==> config.mk <==
export PLATFORM = sky130hd
export DESIGN_NAME = des_key_sched
export DESIGN_NICKNAME = d
export VERILOG_FILES = /design/src/rtl/des_pkg.sv /design/src/rtl/des_key_pc2.sv /design/src/rtl/des_key_sched.sv
export SDC_FILE = /design/constraint.sdc
export NUM_CORES = 1
export LEC_CHECK = 0
export BUFFER_PORTS_ARGS = -buffer_cell sky130_fd_sc_hd__buf_2
export CORE_ASPECT_RATIO = 0.9
export CORE_MARGIN = 1.5
export CORE_UTILIZATION = 30
export DETAILED_ROUTE_END_ITERATION = 12
export GPL_TIMING_DRIVEN = 0
export PLACE_DENSITY_LB_ADDON = 0.15
export SETUP_SLACK_MARGIN = 0.02
export SLEW_MARGIN = 5
export SYNTH_ARGS = -nofsm -noshare
export SYNTH_HDL_FRONTEND = slang
export SYNTH_HIERARCHICAL = 1
export SYNTH_SLANG_ARGS = --single-unit
==> constraint.sdc <==
create_clock -name clk_in -period 2.8 [get_ports clk_in]
set_input_delay 0.42 -clock clk_in [delete_from_list [all_inputs] [get_ports clk_in]]
set_output_delay 0.42 -clock clk_in [all_outputs]
set_load 0.03 [all_outputs]
==> src/rtl/des_pkg.sv <==
// Shared DES key-schedule constants and types. Table entries are 0-based
// indices in DES bit order (index 0 is the first DES bit).
package des_pkg;

    typedef logic [27:0] des_half_t;
    typedef logic [47:0] des_subkey_t;

    typedef enum logic {
        IDLE = 1'b0,
        RUN  = 1'b1
    } state_t;

    localparam int unsigned PC1_TABLE [56] = '{
        56, 48, 40, 32, 24, 16,  8,
         0, 57, 49, 41, 33, 25, 17,
         9,  1, 58, 50, 42, 34, 26,
        18, 10,  2, 59, 51, 43, 35,
        62, 54, 46, 38, 30, 22, 14,
         6, 61, 53, 45, 37, 29, 21,
        13,  5, 60, 52, 44, 36, 28,
        20, 12,  4, 27, 19, 11,  3
    };

    localparam int unsigned PC2_TABLE [48] = '{
        13, 16, 10, 23,  0,  4,
         2, 27, 14,  5, 20,  9,
        22, 18, 11,  3, 25,  7,
        15,  6, 26, 19, 12,  1,
        40, 51, 30, 36, 46, 54,
        29, 39, 50, 44, 32, 47,
        43, 48, 38, 55, 33, 52,
        45, 41, 49, 35, 28, 31
    };

    // Left-rotation amount used to produce round k+1 in encrypt order.
    localparam int unsigned SHIFT_SCHED [16] = '{
        1, 1, 2, 2, 2, 2, 2, 2, 1, 2, 2, 2, 2, 2, 2, 1
    };

    // Index 0 is the first DES bit, so a DES left rotation moves bit 0 to the top.
    function automatic des_half_t des_rotl(input des_half_t x, input logic two);
        return two ? {x[1:0], x[27:2]} : {x[0], x[27:1]};
    endfunction

    function automatic des_half_t des_rotr(input des_half_t x, input logic two);
        return two ? {x[25:0], x[27:26]} : {x[26:0], x[27]};
    endfunction

endpackage

==> src/rtl/des_key_pc2.sv <==
// Permuted Choice 2: selects 48 of the 56 C/D bits to form one round subkey.
module des_key_pc2
    import des_pkg::*;
(
    input  logic [55:0] cd,
    output logic [47:0] subkey
);

    for (genvar gi = 0; gi < 48; gi++) begin : g_pc2
        assign subkey[gi] = cd[PC2_TABLE[gi]];
    end

endmodule

==> src/rtl/des_key_sched.sv <==
// DES key-schedule generator: one 64-bit key in, 16 round subkeys out over a
// valid/ready handshake, in encrypt (K1..K16) or decrypt (K16..K1) order.
module des_key_sched
    import des_pkg::*;
#(
    parameter bit CHECK_PARITY = 1'b1
) (
    input  logic        clk_in,
    input  logic        rst_n_in,
    input  logic [63:0] key_in,
    input  logic        key_in_valid,
    input  logic        decrypt_in,
    output logic        key_in_ready,
    output logic [47:0] subkey_out,
    output logic        subkey_out_valid,
    input  logic        subkey_out_ready,
    output logic [3:0]  subkey_round_out,
    output logic        subkey_last_out,
    output logic        parity_err_out
);

    state_t      state_reg;
    des_half_t   c_reg, d_reg;
    des_half_t   c_next, d_next;
    des_subkey_t subkey_reg, subkey_next;
    logic [3:0]  round_reg;
    logic        valid_reg, last_reg, decrypt_reg, parity_reg;

    logic [55:0] pc1_key;
    logic [15:0] shift_two;
    logic [7:0]  byte_even;
    logic [3:0]  shift_idx;
    logic        parity_err, accept, advance;

    for (genvar gi = 0; gi < 56; gi++) begin : g_pc1
        assign pc1_key[gi] = key_in[PC1_TABLE[gi]];
    end

    for (genvar gi = 0; gi < 16; gi++) begin : g_shift
        assign shift_two[gi] = (SHIFT_SCHED[gi] == 2);
    end

    for (genvar gi = 0; gi < 8; gi++) begin : g_parity
        assign byte_even[gi] = ~^key_in[8*gi +: 8];
    end
    assign parity_err = CHECK_PARITY && (|byte_even);

    assign accept  = key_in_valid && (state_reg == IDLE);
    assign advance = subkey_out_valid && subkey_out_ready;

    // Decrypt walks the schedule backwards: index j undoes the shift of round 17-j.
    assign shift_idx = decrypt_reg ? ~round_reg : round_reg + 4'd1;

    always_comb begin
        c_next = c_reg;
        d_next = d_reg;
        if (accept) begin
            c_next = decrypt_in ? pc1_key[27:0]  : des_rotl(pc1_key[27:0], 1'b0);
            d_next = decrypt_in ? pc1_key[55:28] : des_rotl(pc1_key[55:28], 1'b0);
        end else if (advance && round_reg != 4'd15) begin
            if (decrypt_reg) begin
                c_next = des_rotr(c_reg, shift_two[shift_idx]);
                d_next = des_rotr(d_reg, shift_two[shift_idx]);
            end else begin
                c_next = des_rotl(c_reg, shift_two[shift_idx]);
                d_next = des_rotl(d_reg, shift_two[shift_idx]);
            end
        end
    end

    des_key_pc2 u_pc2 (
        .cd     ({d_next, c_next}),
        .subkey (subkey_next)
    );

    always_ff @(posedge clk_in or negedge rst_n_in) begin
        if (!rst_n_in) begin
            state_reg   <= IDLE;
            c_reg       <= '0;
            d_reg       <= '0;
            subkey_reg  <= '0;
            round_reg   <= '0;
            valid_reg   <= 1'b0;
            last_reg    <= 1'b0;
            decrypt_reg <= 1'b0;
            parity_reg  <= 1'b0;
        end else begin
            c_reg <= c_next;
            d_reg <= d_next;
            case (state_reg)
                IDLE: begin
                    if (key_in_valid) begin
                        state_reg   <= RUN;
                        subkey_reg  <= subkey_next;
                        round_reg   <= '0;
                        valid_reg   <= 1'b1;
                        last_reg    <= 1'b0;
                        decrypt_reg <= decrypt_in;
                        parity_reg  <= parity_err;
                    end
                end
                RUN: begin
                    if (advance) begin
                        if (round_reg == 4'd15) begin
                            state_reg <= IDLE;
                            valid_reg <= 1'b0;
                            last_reg  <= 1'b0;
                        end else begin
                            round_reg  <= round_reg + 4'd1;
                            subkey_reg <= subkey_next;
                            last_reg   <= (round_reg == 4'd14);
                        end
                    end
                end
                default: state_reg <= IDLE;
            endcase
        end
    end

    assign key_in_ready     = (state_reg == IDLE);
    assign subkey_out       = subkey_reg;
    assign subkey_out_valid = valid_reg;
    assign subkey_round_out = round_reg;
    assign subkey_last_out  = last_reg;
    assign parity_err_out   = parity_reg;

endmodule

==> impl_results.md <==
- Status: completed
- Crit path arrival time: 3.04 ns
- Post-synth ARST share: 1.000
- R2R setup slack: 0.06 ns
- FMAX: 0.3655 GHz
- Nature of the critical path endpoint: flip-flop
- Synth-to-Final Area Change: 25.45%
- Max reg flops: 48
- Buffers added on ports: 123
- Site Rows: 56
- Worst hold slack: 0.2396 ns
- Required time worst endpoint: 3.11 ns
- Vias in the first global route: 6,869
- Max clock buf depth: 2
- CP startpoint kind: flip-flop
- CP Max Fanout: 10
- Core area: 26,070 um2
- Top Ports: 125
- Sequential power share: 0.276
- First-pass GRT wire length: 41,430 um
- Fin nets: 1,008
- Post-Syn Instances: 780
- Crit Path Class: flip-flop to flip-flop
- Fraction of layout cells with a size suffix above 1: 0.4131
- Violation count after the first detailed-route iteration: 810
- Initial antenna violation count: 1
- DR vias/cell: 5.396
- Largest net degree at the start of global routing: 80
- Unrepaired setup endpoints after global routing: true
- ANT nets after route: 0
- CTS tree: yes
- Insertion delay to the later sink of the worst-skew pair: 0.43 ns
- Detailed placement HPWL: 19,710 um
- Syn avg cell area: 10.18 um2
- Drt first pass iters: 8
- Htree depth: 4
- Clk slew on worst S/H paths: 0.06 ns
- Final worst slack: 0.06386 ns
- FF+latch count, synth: 113
- Number of synthesized flops with an enable pin: 0
- Worst slew pin tran: 0.6648 ns
- Max-slew headroom: 0.5568
- Die area: 27,470 um2
- Leakage: 4.366 nW
- Post-Synthesis Cell Area: 7944 um2
- DRC Markers: 0
- Chip Height: 157.4 um
- Grt ovf: 0
- Die X-Extent: 174.5 um
- Final clock skew: 0.009065 ns
- Final Wtd Congestion: 0.8643
- Setup violations, final: 0
- DR vias: 7,004
- Total CTS buffers: 17
- Post-place setup slack: -0.7583 ns
- Peak supply drop: 0.4302 mV
- Gr usage total: 0.1984
- Gate power share: 0.537
- PD cells: 1130 nW/um2
- Clock share of power: 0.187
- Final hold violations: 0
- Syn Nets: 851
- Clk sink count: 113
- Drt wl/cell: 21.05 um
- Sw Ratio: 0.4448
- Internal: 6.252 mW
- Initial core utilization: 0.3048
- Period Utilization, post-route: 0.9772
- Yosys warnings: 6
- Hold Path Class: primary input to flip-flop
- Root Driver: clkbuf_16
- Sw power: 5.009 mW
- Max_cap viols: 0
- Main flop type after synthesis: dfrtp_1
- Tmin final: 2.736 ns
- Final WL: 27,320 um
- Netlist cell types: 44
- Slew Viols, Final: 0
- Sequential element share of the synthesized area: 0.3560
-- cells by family after synthesis --
logic type	share of synthesized area
AO/OA/AOI/OAI	0.2476
buffers and inverters	0.1129
AND/OR/NAND/NOR	0.06710
flip-flops	0.3560
multiplexers	0.1471
XOR/XNOR	0.06615
adder cells (fa/ha/maj)	0.003150
-- critical path: stages (launching register included) --
cell	delay, ns
dfrtp_2	0.44
buf_8	0.14
clkinvlp_4	0.11
ha_4	0.34
nand2b_4	0.08
nor3_4	0.22
nor3_1	0.08
o211ai_1	0.20
buf_6	0.23
buf_8	0.18
o221ai_2	0.17
buf_4	0.18
mux2_2	0.25
-- per-stage QoR --
stage | cells | instance area (um2) | power [mW] | TNS (ns) | utilization
finish | 1298 | 9966 | 11.26 | 0 | 0.3823
global route | 1297 | 9963 | 11.93 | -0.1562 | 0.3822
CTS | 1288 | 9722 | 11.00 | 0 | 0.3730
detailed placement | 1252 | 9030 | 8.700 | -47.09 | 0.3464
global placement | 1251 | 8996 | 8.699 | -82.98 | 0.3451
floorplan | 780 | 7945 | 7.101 | 0 | -
-- final timing paths --
kind | to | start | cells after the start
worst max-delay path | subkey_out[20] | subkey_round_out[0] | 12
worst min-delay path | subkey_round_out[0] | key_in_valid | 2
worst max register to register | subkey_out[20] | subkey_round_out[0] | 12
worst min register to register | subkey_out[8] | subkey_out[8] | 1
max in group asynchronous | d_reg[9] | rst_n_in | 3
min in group asynchronous | subkey_round_out[0] | rst_n_in | 2
-- layout by cell type (no fill, tap or decap), drive strengths merged, types with 51 or more instances in the layout --
cell	Yosys	routed
dfrtp	113	113
mux2	54	54
inv	55	54
a31oi	57	57
xnor2	57	57
nor2	77	77
buf	87	222
clkbuf	26	53
o221ai	51	51
mux2i	56	56
-- synth_stat cells (all sizes together) (8+ instances only) --
cell type | number | area (um2)
a21oi | 12 | 75.08
a222oi | 50 | 500.5
a31oi | 57 | 356.6
buf | 87 | 593.1
clkbuf | 26 | 97.59
dfrtp | 113 | 2828
inv | 55 | 206.4
mux2 | 54 | 608.1
mux2i | 56 | 560.5
nand2 | 13 | 48.80
nor2 | 77 | 289.0
o21ai | 8 | 40.04
o221ai | 51 | 759.5
o31ai | 13 | 97.59
xnor2 | 57 | 499.2
-- final cells by class --
cell class	instances	area (um2)
Antenna cell	1	2.502
Buffer	113	783.3
Clock buffer	25	495.5
Clock inverter	6	55.05
Fill cell	2678	16100
Inverter	55	210.2
Multi-Input combinational cell	499	4370
Sequential cell	113	2831
Tap cell	348	435.4
Timing Repair Buffer	138	782.0
-- power groups by stage --
stage               combinational, mW  sequential, mW  clock, mW
detailed placement               5.62            3.08          0
floorplan                        3.61            3.49          0
global route                     6.50            3.21       2.22
finish                           6.05            3.11       2.11
global placement                 5.62            3.08          0
CTS                              5.78            3.06       2.16
-- repair_timing --
item	in CTS	in global routing
pin swaps	4	9
setup buffers	4	8
gates cloned	0	1
resized for setup	34	34
hold buffers	1	0
endpoints found under the hold margin	34	0
endpoints found under the setup margin	103	48
-- routing by layer --
layer  part of all wire  global-route usage
met5                  0                   0
met4              0.025             0.07489
met3              0.060             0.04010
met2               0.45              0.3058
met1               0.46              0.2733
No activity file was read; power rests on OpenSTA's default activity.
